**src/rtl/ripple_carry_adder_4bit_pkg.sv**
```systemverilog
// Shared width constant and operand type for the ripple-carry adder.
// Latency: none (declarations only).
// Backpressure: none.
package rca_pkg;

    localparam int RCA_DEFAULT_WIDTH = 4;

    typedef logic [RCA_DEFAULT_WIDTH-1:0] rca_word_t;

endpackage

```
**src/rtl/ripple_carry_adder_4bit_if.sv**
```systemverilog
// Operand/result bundle for the registered ripple-carry adder.
// Latency: n/a (wiring only).
// Backpressure: none; the result side is valid-only.
interface ripple_carry_adder_4bit_if #(
    parameter int WIDTH = rca_pkg::RCA_DEFAULT_WIDTH
);
    logic             in_valid;
    logic [WIDTH-1:0] a;
    logic [WIDTH-1:0] b;
    logic             cin;
    logic             out_valid;
    logic [WIDTH-1:0] sum;
    logic             cout;
    logic             ovf;
    logic             zero;

    modport master (
        output in_valid, a, b, cin,
        input  out_valid, sum, cout, ovf, zero
    );

    modport slave (
        input  in_valid, a, b, cin,
        output out_valid, sum, cout, ovf, zero
    );
endinterface

```
**src/rtl/ripple_carry_adder_4bit_fa_cell.sv**
```systemverilog
// One-bit full adder cell of the ripple chain.
// Latency: purely combinational.
// Backpressure: none.
module rca_fa_cell (
    input  logic a,
    input  logic b,
    input  logic ci,
    output logic s,
    output logic co
);
    assign s  = a ^ b ^ ci;
    assign co = (a & b) | (b & ci) | (a & ci);
endmodule

```
**src/rtl/ripple_carry_adder_4bit.sv**
```systemverilog
// Registered WIDTH-bit ripple-carry adder with carry-out, overflow and zero flags.
// Latency: 1 cycle, one operation per cycle.
// Backpressure: none; results hold while in_valid is low.
module ripple_carry_adder_4bit
    import rca_pkg::*;
#(
    parameter int WIDTH = RCA_DEFAULT_WIDTH
) (
    input  logic                    clk,
    input  logic                    rst_n,
    ripple_carry_adder_4bit_if.slave bus
);
    logic [WIDTH:0]   carry;
    logic [WIDTH-1:0] sum_d;
    logic             cout_d;
    logic             ovf_d;
    logic             zero_d;

    logic             out_valid_q;
    logic [WIDTH-1:0] sum_q;
    logic             cout_q;
    logic             ovf_q;
    logic             zero_q;

    assign carry[0] = bus.cin;

    for (genvar i = 0; i < WIDTH; i++) begin : g_chain
        rca_fa_cell u_fa (
            .a  (bus.a[i]),
            .b  (bus.b[i]),
            .ci (carry[i]),
            .s  (sum_d[i]),
            .co (carry[i+1])
        );
    end

    // Signed overflow: carry into the MSB disagrees with carry out of it.
    assign cout_d = carry[WIDTH];
    assign ovf_d  = carry[WIDTH] ^ carry[WIDTH-1];
    assign zero_d = ~|sum_d;

    // Capture is gated by in_valid so X on idle operands never reaches the outputs.
    always_ff @(posedge clk or negedge rst_n) begin
        if (!rst_n) begin
            out_valid_q <= 1'b0;
            sum_q       <= '0;
            cout_q      <= 1'b0;
            ovf_q       <= 1'b0;
            zero_q      <= 1'b0;
        end else begin
            out_valid_q <= bus.in_valid;
            if (bus.in_valid) begin
                sum_q  <= sum_d;
                cout_q <= cout_d;
                ovf_q  <= ovf_d;
                zero_q <= zero_d;
            end
        end
    end

    assign bus.out_valid = out_valid_q;
    assign bus.sum       = sum_q;
    assign bus.cout      = cout_q;
    assign bus.ovf       = ovf_q;
    assign bus.zero      = zero_q;
endmodule

```
**src/flat_wrapper.sv**
```systemverilog
// flat-port wrapper written by rule: the top's interface ports become plain ports
module ripple_carry_adder_4bit_flat import rca_pkg::*;
#(
    parameter int WIDTH = RCA_DEFAULT_WIDTH
)
  (clk, rst_n, bus_in_valid, bus_a, bus_b, bus_cin, bus_out_valid, bus_sum, bus_cout, bus_ovf, bus_zero);
  ripple_carry_adder_4bit_if #(.WIDTH(WIDTH)) bus_i ();
  input  logic clk;
  input  logic rst_n;
  input wire logic [$bits(bus_i.in_valid)-1:0] bus_in_valid;
  input wire logic [$bits(bus_i.a)-1:0] bus_a;
  input wire logic [$bits(bus_i.b)-1:0] bus_b;
  input wire logic [$bits(bus_i.cin)-1:0] bus_cin;
  output wire logic [$bits(bus_i.out_valid)-1:0] bus_out_valid;
  output wire logic [$bits(bus_i.sum)-1:0] bus_sum;
  output wire logic [$bits(bus_i.cout)-1:0] bus_cout;
  output wire logic [$bits(bus_i.ovf)-1:0] bus_ovf;
  output wire logic [$bits(bus_i.zero)-1:0] bus_zero;
  assign bus_i.in_valid = bus_in_valid;
  assign bus_i.a = bus_a;
  assign bus_i.b = bus_b;
  assign bus_i.cin = bus_cin;
  assign bus_out_valid = bus_i.out_valid;
  assign bus_sum = bus_i.sum;
  assign bus_cout = bus_i.cout;
  assign bus_ovf = bus_i.ovf;
  assign bus_zero = bus_i.zero;
  ripple_carry_adder_4bit #(.WIDTH(WIDTH)) u_core (.clk(clk), .rst_n(rst_n), .bus(bus_i));
endmodule
```
**config.mk**
```make
export PLATFORM = sky130hd
export DESIGN_NAME = ripple_carry_adder_4bit_flat
export DESIGN_NICKNAME = d
export VERILOG_FILES = /design/src/rtl/ripple_carry_adder_4bit_pkg.sv /design/src/rtl/ripple_carry_adder_4bit_if.sv /design/src/rtl/ripple_carry_adder_4bit_fa_cell.sv /design/src/rtl/ripple_carry_adder_4bit.sv /design/src/flat_wrapper.sv
export SDC_FILE = /design/constraint.sdc
export NUM_CORES = 1
export LEC_CHECK = 0
export ABC_AREA = 1
export BUFFER_PORTS_ARGS = -buffer_cell sky130_fd_sc_hd__buf_2
export CAP_MARGIN = 20
export CORE_AREA = 2 2 39 41
export CTS_BUF_LIST = sky130_fd_sc_hd__clkbuf_8
export CTS_CLUSTER_SIZE = 24
export DETAILED_ROUTE_END_ITERATION = 10
export DIE_AREA = 0 0 41 43
export PLACE_DENSITY_LB_ADDON = 0.15
export SYNTH_ARGS = -nofsm -noshare
export SYNTH_HDL_FRONTEND = slang
export SYNTH_SLANG_ARGS = --single-unit
```
**constraint.sdc**
```tcl
create_clock -name clk -period 0.9 [get_ports clk]
set_input_delay 0.135 -clock clk [delete_from_list [all_inputs] [get_ports clk]]
set_output_delay 0.135 -clock clk [all_outputs]
set_load 0.01 [all_outputs]
```
Word level (Yosys, flattened, before mapping) --
Cells that the tools add are included.
Word-level totals: flip-flop bits (word level) 8, input bits 12, word-level logic and storage cells 36
Cells by class: bitwise logic cells 29, reductions and logical operators 2
Operators by type and width (count):
- $and A1 B1 Y1 | 12
- $xor A1 B1 Y1 | 9
- $or A1 B1 Y1 | 8
- $reduce_or A4 Y1 | 1
- $logic_not A1 Y1 | 1

Logic depth before layout (Yosys ltp) --
Gate-level depths: netlist (run 1).
word-level depth 13, mapped depth 11

Modules after synthesis --
From an unflattened synthesis (run 1), not the netlist that was laid out.
Second synthesis, totals: cell total of the unflattened synthesis 39, area total of the unflattened synthesis 385.4 µm²
Modules (own cells, without submodules):
- ripple_carry_adder_4bit | instances 1, cells each 35, area each 305.3 µm²
- rca_fa_cell | instances 4, cells each 1, area each 20.0 µm²

Worst setup path before layout (run 1) --
No wires, ideal clock.
path type in2reg, start point input bus_cin, end point register u_core.zero_q (netlist: u_core.bus.zero), arrival 1809 ps, data required time 776 ps, setup slack -1033 ps, stages on the path 9, buffers on the path 0, cell sequence inv_1 fa_1 inv_1 fa_1 fa_1 inv_1 fa_1 nand3_1 o21bai_1
Between the ends: longest elaborated chain between the ends 12, elaborated cells between the ends (all ways) 18
Ends and longest elaborated chain:
- start, declared | RTL line flat_wrapper.sv:13 | input wire logic [$bits(bus_i.cin)-1:0] bus_cin;
- $and A1 B1 Y1 | RTL line ripple_carry_adder_4bit_fa_cell.sv:12 | assign co = (a & b) | (b & ci) | (a & ci);
- $or A1 B1 Y1 (2 in a row) | RTL line ripple_carry_adder_4bit_fa_cell.sv:12
- $and A1 B1 Y1 | RTL line ripple_carry_adder_4bit_fa_cell.sv:12
- $or A1 B1 Y1 (2 in a row) | RTL line ripple_carry_adder_4bit_fa_cell.sv:12
- $and A1 B1 Y1 | RTL line ripple_carry_adder_4bit_fa_cell.sv:12
- $or A1 B1 Y1 (2 in a row) | RTL line ripple_carry_adder_4bit_fa_cell.sv:12
- $xor A1 B1 Y1 | RTL line ripple_carry_adder_4bit_fa_cell.sv:11 | assign s = a ^ b ^ ci;
- $reduce_or A4 Y1 (*) | RTL line ripple_carry_adder_4bit.sv:40 | assign zero_d = ~|sum_d;
- $logic_not A1 Y1 (*) | RTL line ripple_carry_adder_4bit.sv:40
- end signal, assigned | RTL line ripple_carry_adder_4bit.sv:56 | zero_q <= zero_d;
- end, declared | RTL line ripple_carry_adder_4bit.sv:23 | logic zero_q;
Every way passes the cells marked *; elsewhere a longest branch is shown, timed or not. A chain may end at the register's enable or synchronous reset.

Final worst setup path (run 1) --
Same ends and word-level chain as after synthesis.

==> qor.txt, run 1 <==
layout cells sized above 1 -> 60.6%
Vias per Instance -> 4.27
Leak Pwr -> 0.000331 µW
Sink Count -> 8
capture point of the worst reg-to-reg path -> u_core.bus.zero
drc violations -> 0
max-cap viol count -> 0
Initial DRT Pass Iterations -> 4
cell area after layout -> 649 µm²
Reg2Reg Depth -> 3
CTS tree -> built
Final Wtd Congestion -> 0.665
Die Wd -> 41 µm
Syn Std Cell Area -> 412 µm²
CTS clock-pin slew for the worst setup and hold paths -> 0.04 ns
WHS Path Cells -> 1
PwrDens -> 1770 nW/µm²
Tmin final -> 1.79 ns
total power -> 1150 µW
ys flop type -> dfrtp_1
I/O Buffers -> 19
wire length per cell -> 9.68 µm
vias in the first global route -> 318
largest net degree at the start of global routing -> 10
Area contributors post-synth -> dfrtp_1 49%, fa_1 19%, inv_1 10%
Commonest cells post-synth -> 11 x inv_1, 9 x nand2_1, 8 x dfrtp_1
Top Ports -> 20
Setup Slack @ Placement -> -1.18 ns
CP required -> 1.00 ns
routed vias -> 350
Starting Density -> 29.7%
Tcrit/Tclk final -> 199%
remaining antenna violation count -> 0
final net count -> 84
crit-path max FO -> 2
Skew-Pair Late Insertion Delay -> 0.22 ns
post-DP HPWL -> 656 µm
RSZ-0062 raised after global routing -> yes
Final Routed Wirelength -> 794 µm
area grow syn2layout -> 57.8%
Cells after Synth -> 42
Seq/Total Area, Yosys -> 48.6%
failing checks -> setup timing
Core ar. -> 1380 µm²
initial antenna violation count -> 0
Critical Path AT -> 1.89 ns
CP Launch Type -> input pin
Worst Setup EP -> u_core.bus.zero
EDFF count, synth -> 0
first-pass GRT wire length -> 1140 µm
largest area contributor in the netlist -> dfrtp_1
Worst Slack Setup Final -> -0.887 ns
FFs w/ async S/R, synth -> 100%
WHS -> 0.111 ns
die footprint -> 1760 µm²
Worst Tran Pin Value -> 0.169 ns
num rows -> 14
post-synth cell types -> 11
Max Slew Vio Count -> 0
Clock Tree Buf Depth -> 2
Post-Syn Area per Cell -> 9.80 µm²
Slew headroom -> 88.7%
CTS buffer count -> 3
Worst VDD drop -> 0.817 mV
#FFs+latches synth -> 8
CP Capture Type -> register
Critical path origin -> bus_cin
grt ovf -> 0
Die Y -> 43 µm
Crit Path Category -> input pin to register
Synth Net Count -> 58
most frequent cell after synthesis -> inv_1
Hold Fails Final Rpt -> 0
Synth top area share -> 48.6%
DR iter-0 viols -> 4
Antenna Diode Count -> 0
Root Driver -> clkbuf_8
Placed Area -> 552 µm²
Total GRT Usage -> 10.1%
fmax -> 0.560 GHz
Setup violations, final -> 6
status -> complete, but fails checks
min-delay worst type -> input pin to register
Warnings, synthesis -> 0
clock skew -> 0 ns
R2R Setup Slk -> 0.18 ns
H-tree levels -> 1
RR Startpoint -> u_core.bus.zero
utilization after layout -> 46.9%
==> sequential cells by signal (all words and copies together), names as in the netlist <==
signal / cells
u_core.bus.zero: 1
u_core.bus.out_valid: 1
u_core.bus.sum: 4
u_core.bus.cout: 1
u_core.bus.ovf: 1
==> worst min path at each step <==
stage | end | slack (ns) | startpoint
after global routing | u_core.bus.out_valid | 0.12 | bus_in_valid
after floorplan | u_core.bus.cout | -0.16 | rst_n
after CTS | u_core.bus.out_valid | 0.11 | bus_in_valid
after detailed placement | u_core.bus.out_valid | -0.02 | rst_n
final | u_core.bus.out_valid | 0.11 | bus_in_valid
after global placement | u_core.bus.sum[0] | -0.01 | rst_n
==> layout make-up <==
cell class,instances,area [µm²]
well taps,16,20.0
flip-flops and latches,8,200
multi-input cells,22,188
inverters,12,65.1
fillers,140,734
repair buffers,21,135
clock buffers,3,41.3
==> layout by cell type (no fill, tap or decap) <==
master	count
buf_2	16
buf_4	1
buf_6	2
buf_8	1
clkbuf_8	3
clkinv_4	1
dfrtp_1	8
dlygate4sd3_1	1
fa_2	4
inv_1	3
inv_12	1
inv_2	6
inv_4	1
nand2_1	8
nand2_2	1
nand3_1	1
nand3_2	1
nor2_1	1
o21a_1	1
o21ai_1	2
o21ai_2	2
o21bai_1	1
==> layer usage <==
| layer | up-vias | track usage [%] | part of all wire (%) |
|---|---|---|---|
| met3 | 2 | 3.14 | 7.9 |
| met2 | 20 | 14.4 | 51 |
| met5 | - | 0 | 0 |
| li1 | 172 | - | - |
| met1 | 156 | 11.7 | 38 |
| met4 | 0 | 8.00 | 2.4 |
==> per-stage QoR <==
step,TNS [ns],cells
floorplan,-4.30,42
global placement,-5.88,77
detailed placement,-6.02,77
CTS,-3.84,81
global route,-4.10,82
finish,-3.80,82
==> cell families after synthesis <==
family	Yosys count	synth area share, %
AO/OA/AOI/OAI	6	9.42
adder cells (fa/ha/maj)	4	19.5
buffers and inverters	12	10.9
flip-flops	8	48.6
AND/OR/NAND/NOR	12	11.5
==> report_power, final <==
group	internal (µW)	leakage, µW	switching, µW
registers	411	0.0000972	24.0
clock network	288	0.0000216	121
logic	146	0.000213	158
total	845	0.000331	303
==> critical path, cell delays in order <==
cell and delay [ns]:
buf_8 0.11, inv_12 0.04, fa_2 0.17, inv_2 0.03, fa_2 0.34, fa_2 0.38, inv_2 0.08, fa_2 0.46
nand3_2 0.08, o21bai_1 0.06
==> timing repair <==
item,CTS,global route
cloned,0,0
hold endpoints to repair,8,0
endpoints found under the setup margin,6,6
resized for setup,10,5
buffers inserted,0,1
hold buffers,1,0
pin swaps,6,8
Power figures use the tool's default switching activity.
==> run 2: changes to the inputs <==
CTS_BUF_LIST = default   (was sky130_fd_sc_hd__clkbuf_8)
clock period = 1.9 ns   (was 0.9 ns; I/O delays follow)
==> qor.txt, run 2 (synthesized netlist as in run 1, its figures left out) <==
drc violations -> 0
Initial DRT Pass Iterations -> 4
remaining antenna violation count -> 0
cell family with most CP delay -> adder cells
Skew-Pair Late Insertion Delay -> 0.25 ns
Vias per Instance -> 4.12
Setup TNS -> 0 ns
Hold Fails Final Rpt -> 0
Final Routed Wirelength -> 725 µm
first-pass GRT wire length -> 1200 µm
Final Wtd Congestion -> 0.698
RR Startpoint -> u_core.bus.zero
CTS tree -> built
most frequent cells in the layout -> 16 x buf_2, 9 x nand2_1, 8 x dfrtp_1
Die Wd -> 41 µm
utilization after layout -> 45.1%
grt ovf -> 0
I/O Buffers -> 19
wire length per cell -> 8.84 µm
Setup violations, final -> 0
Tmin final -> 1.88 ns
status -> completed
most used cell, CP -> fa_2
Cell Count, Final, Fillers Out -> 82
Leak Pwr -> 0.000325 µW
CTS buffer count -> 3
capture point of the worst reg-to-reg path -> u_core.bus.zero
CTS clock-pin slew for the worst setup and hold paths -> 0.06 ns
area grow syn2layout -> 51.7%
min-delay worst type -> input pin to register
Sink Count -> 8
DR iter-0 viols -> 5
max reg flops -> 4
Critical Path AT -> 2.02 ns
max-cap viol count -> 0
CP Capture Type -> register
Tcrit/Tclk final -> 99.0%
vias in the first global route -> 292
Clock Tree Buf Depth -> 2
Top Ports -> 20
clock skew -> 0 ns
Max Slew Vio Count -> 0
largest net degree at the start of global routing -> 10
Starting Density -> 29.7%
R2R Setup Slk -> 1.19 ns
Die Y -> 43 µm
Antenna Diode Count -> 0
PwrDens -> 755 nW/µm²
RSZ-0062 raised after global routing -> yes
Root Driver -> clkbuf_4
CP peak stage delay -> 0.47 ns
crit-path cells -> buf_8 > inv_12 > fa_2 > inv_2 > fa_2 > fa_2 > inv_2 > fa_2 > nand3_2 > o21bai_1
CP Launch Type -> input pin
slowest cell on the critical path -> fa_2
fmax -> 0.532 GHz
H-tree levels -> 1
WHS -> 0.224 ns
Hold Path End -> u_core.bus.out_valid
Core ar. -> 1380 µm²
crit-path max FO -> 2
Cells after DPL -> 77
CP required -> 2.04 ns
final net count -> 84
initial antenna violation count -> 0
most common cell after layout, fill and taps aside -> buf_2
buffers and inverters on the worst path -> 4
Worst VDD drop -> 0.229 mV
Total GRT Usage -> 10.9%
post-DP HPWL -> 604 µm
die footprint -> 1760 µm²
Worst Tran Pin Value -> 0.183 ns
CP Depth -> 10
Slew headroom -> 87.8%
routed vias -> 338
WHS Path Cells -> 1
layout cells sized above 1 -> 53.0%
Reg2Reg Depth -> 3
Min-Delay Startpoint -> bus_in_valid
num rows -> 14
Crit Path Category -> input pin to register
## run 2: timing repair
action | 4_1_cts | 5_1_grt
pin swaps | 5 | 5
endpoints found under the hold margin | 8 | 0
buffers inserted | 1 | 0
gates cloned | 0 | 0
gates resized for setup | 6 | 4
setup endpoints to repair | 1 | 1
hold buffers | 1 | 0
## run 2: how the worst max path moves through the flow
stage / startpoint / endpoint / slack (ns)
2_1_floorplan: bus_cin / u_core.bus.zero / -0.09
3_3_place_gp: bus_cin / u_core.bus.zero / -0.33
3_5_place_dp: bus_cin / u_core.bus.zero / -0.34
4_1_cts: bus_cin / u_core.bus.zero / -0.005
5_1_grt: bus_cin / u_core.bus.zero / -0.05
6_report: bus_cin / u_core.bus.zero / 0.02
## run 2: stage by stage
| stage | instance area, µm² | setup WS [ns] | total power [µW] |
|---|---|---|---|
| 2_1_floorplan | 437 | -0.0880 | 277 |
| 3_3_place_gp | 552 | -0.332 | 331 |
| 3_5_place_dp | 552 | -0.340 | 332 |
| 4_1_cts | 614 | -0.00523 | 474 |
| 5_1_grt | 624 | -0.0507 | 502 |
| 6_report | 624 | 0.0195 | 471 |
## run 2: cell type report
| cell class | instances | area, µm² |
|---|---|---|
| fillers | 151 | 759 |
| repair buffers | 21 | 135 |
| well taps | 16 | 20.0 |
| multi-input cells | 22 | 181 |
| flip-flops and latches | 8 | 200 |
| inverters | 12 | 65.1 |
| clock buffers | 3 | 22.5 |
## run 2: power breakdown
| group | switching (µW) | internal [µW] |
|---|---|---|
| sequential | 10.6 | 194 |
| combinational | 69.5 | 65.5 |
| clock | 59.5 | 72.4 |
## run 2: per-layer routing
metal / track usage (%) / part of all wire [%] / vias up
li1: - / - / 175
met1: 14.6 / 46 / 141
met2: 13.1 / 43 / 18
met3: 1.57 / 6.9 / 4
met4: 12.0 / 3.7 / 0
met5: 0 / 0 / -
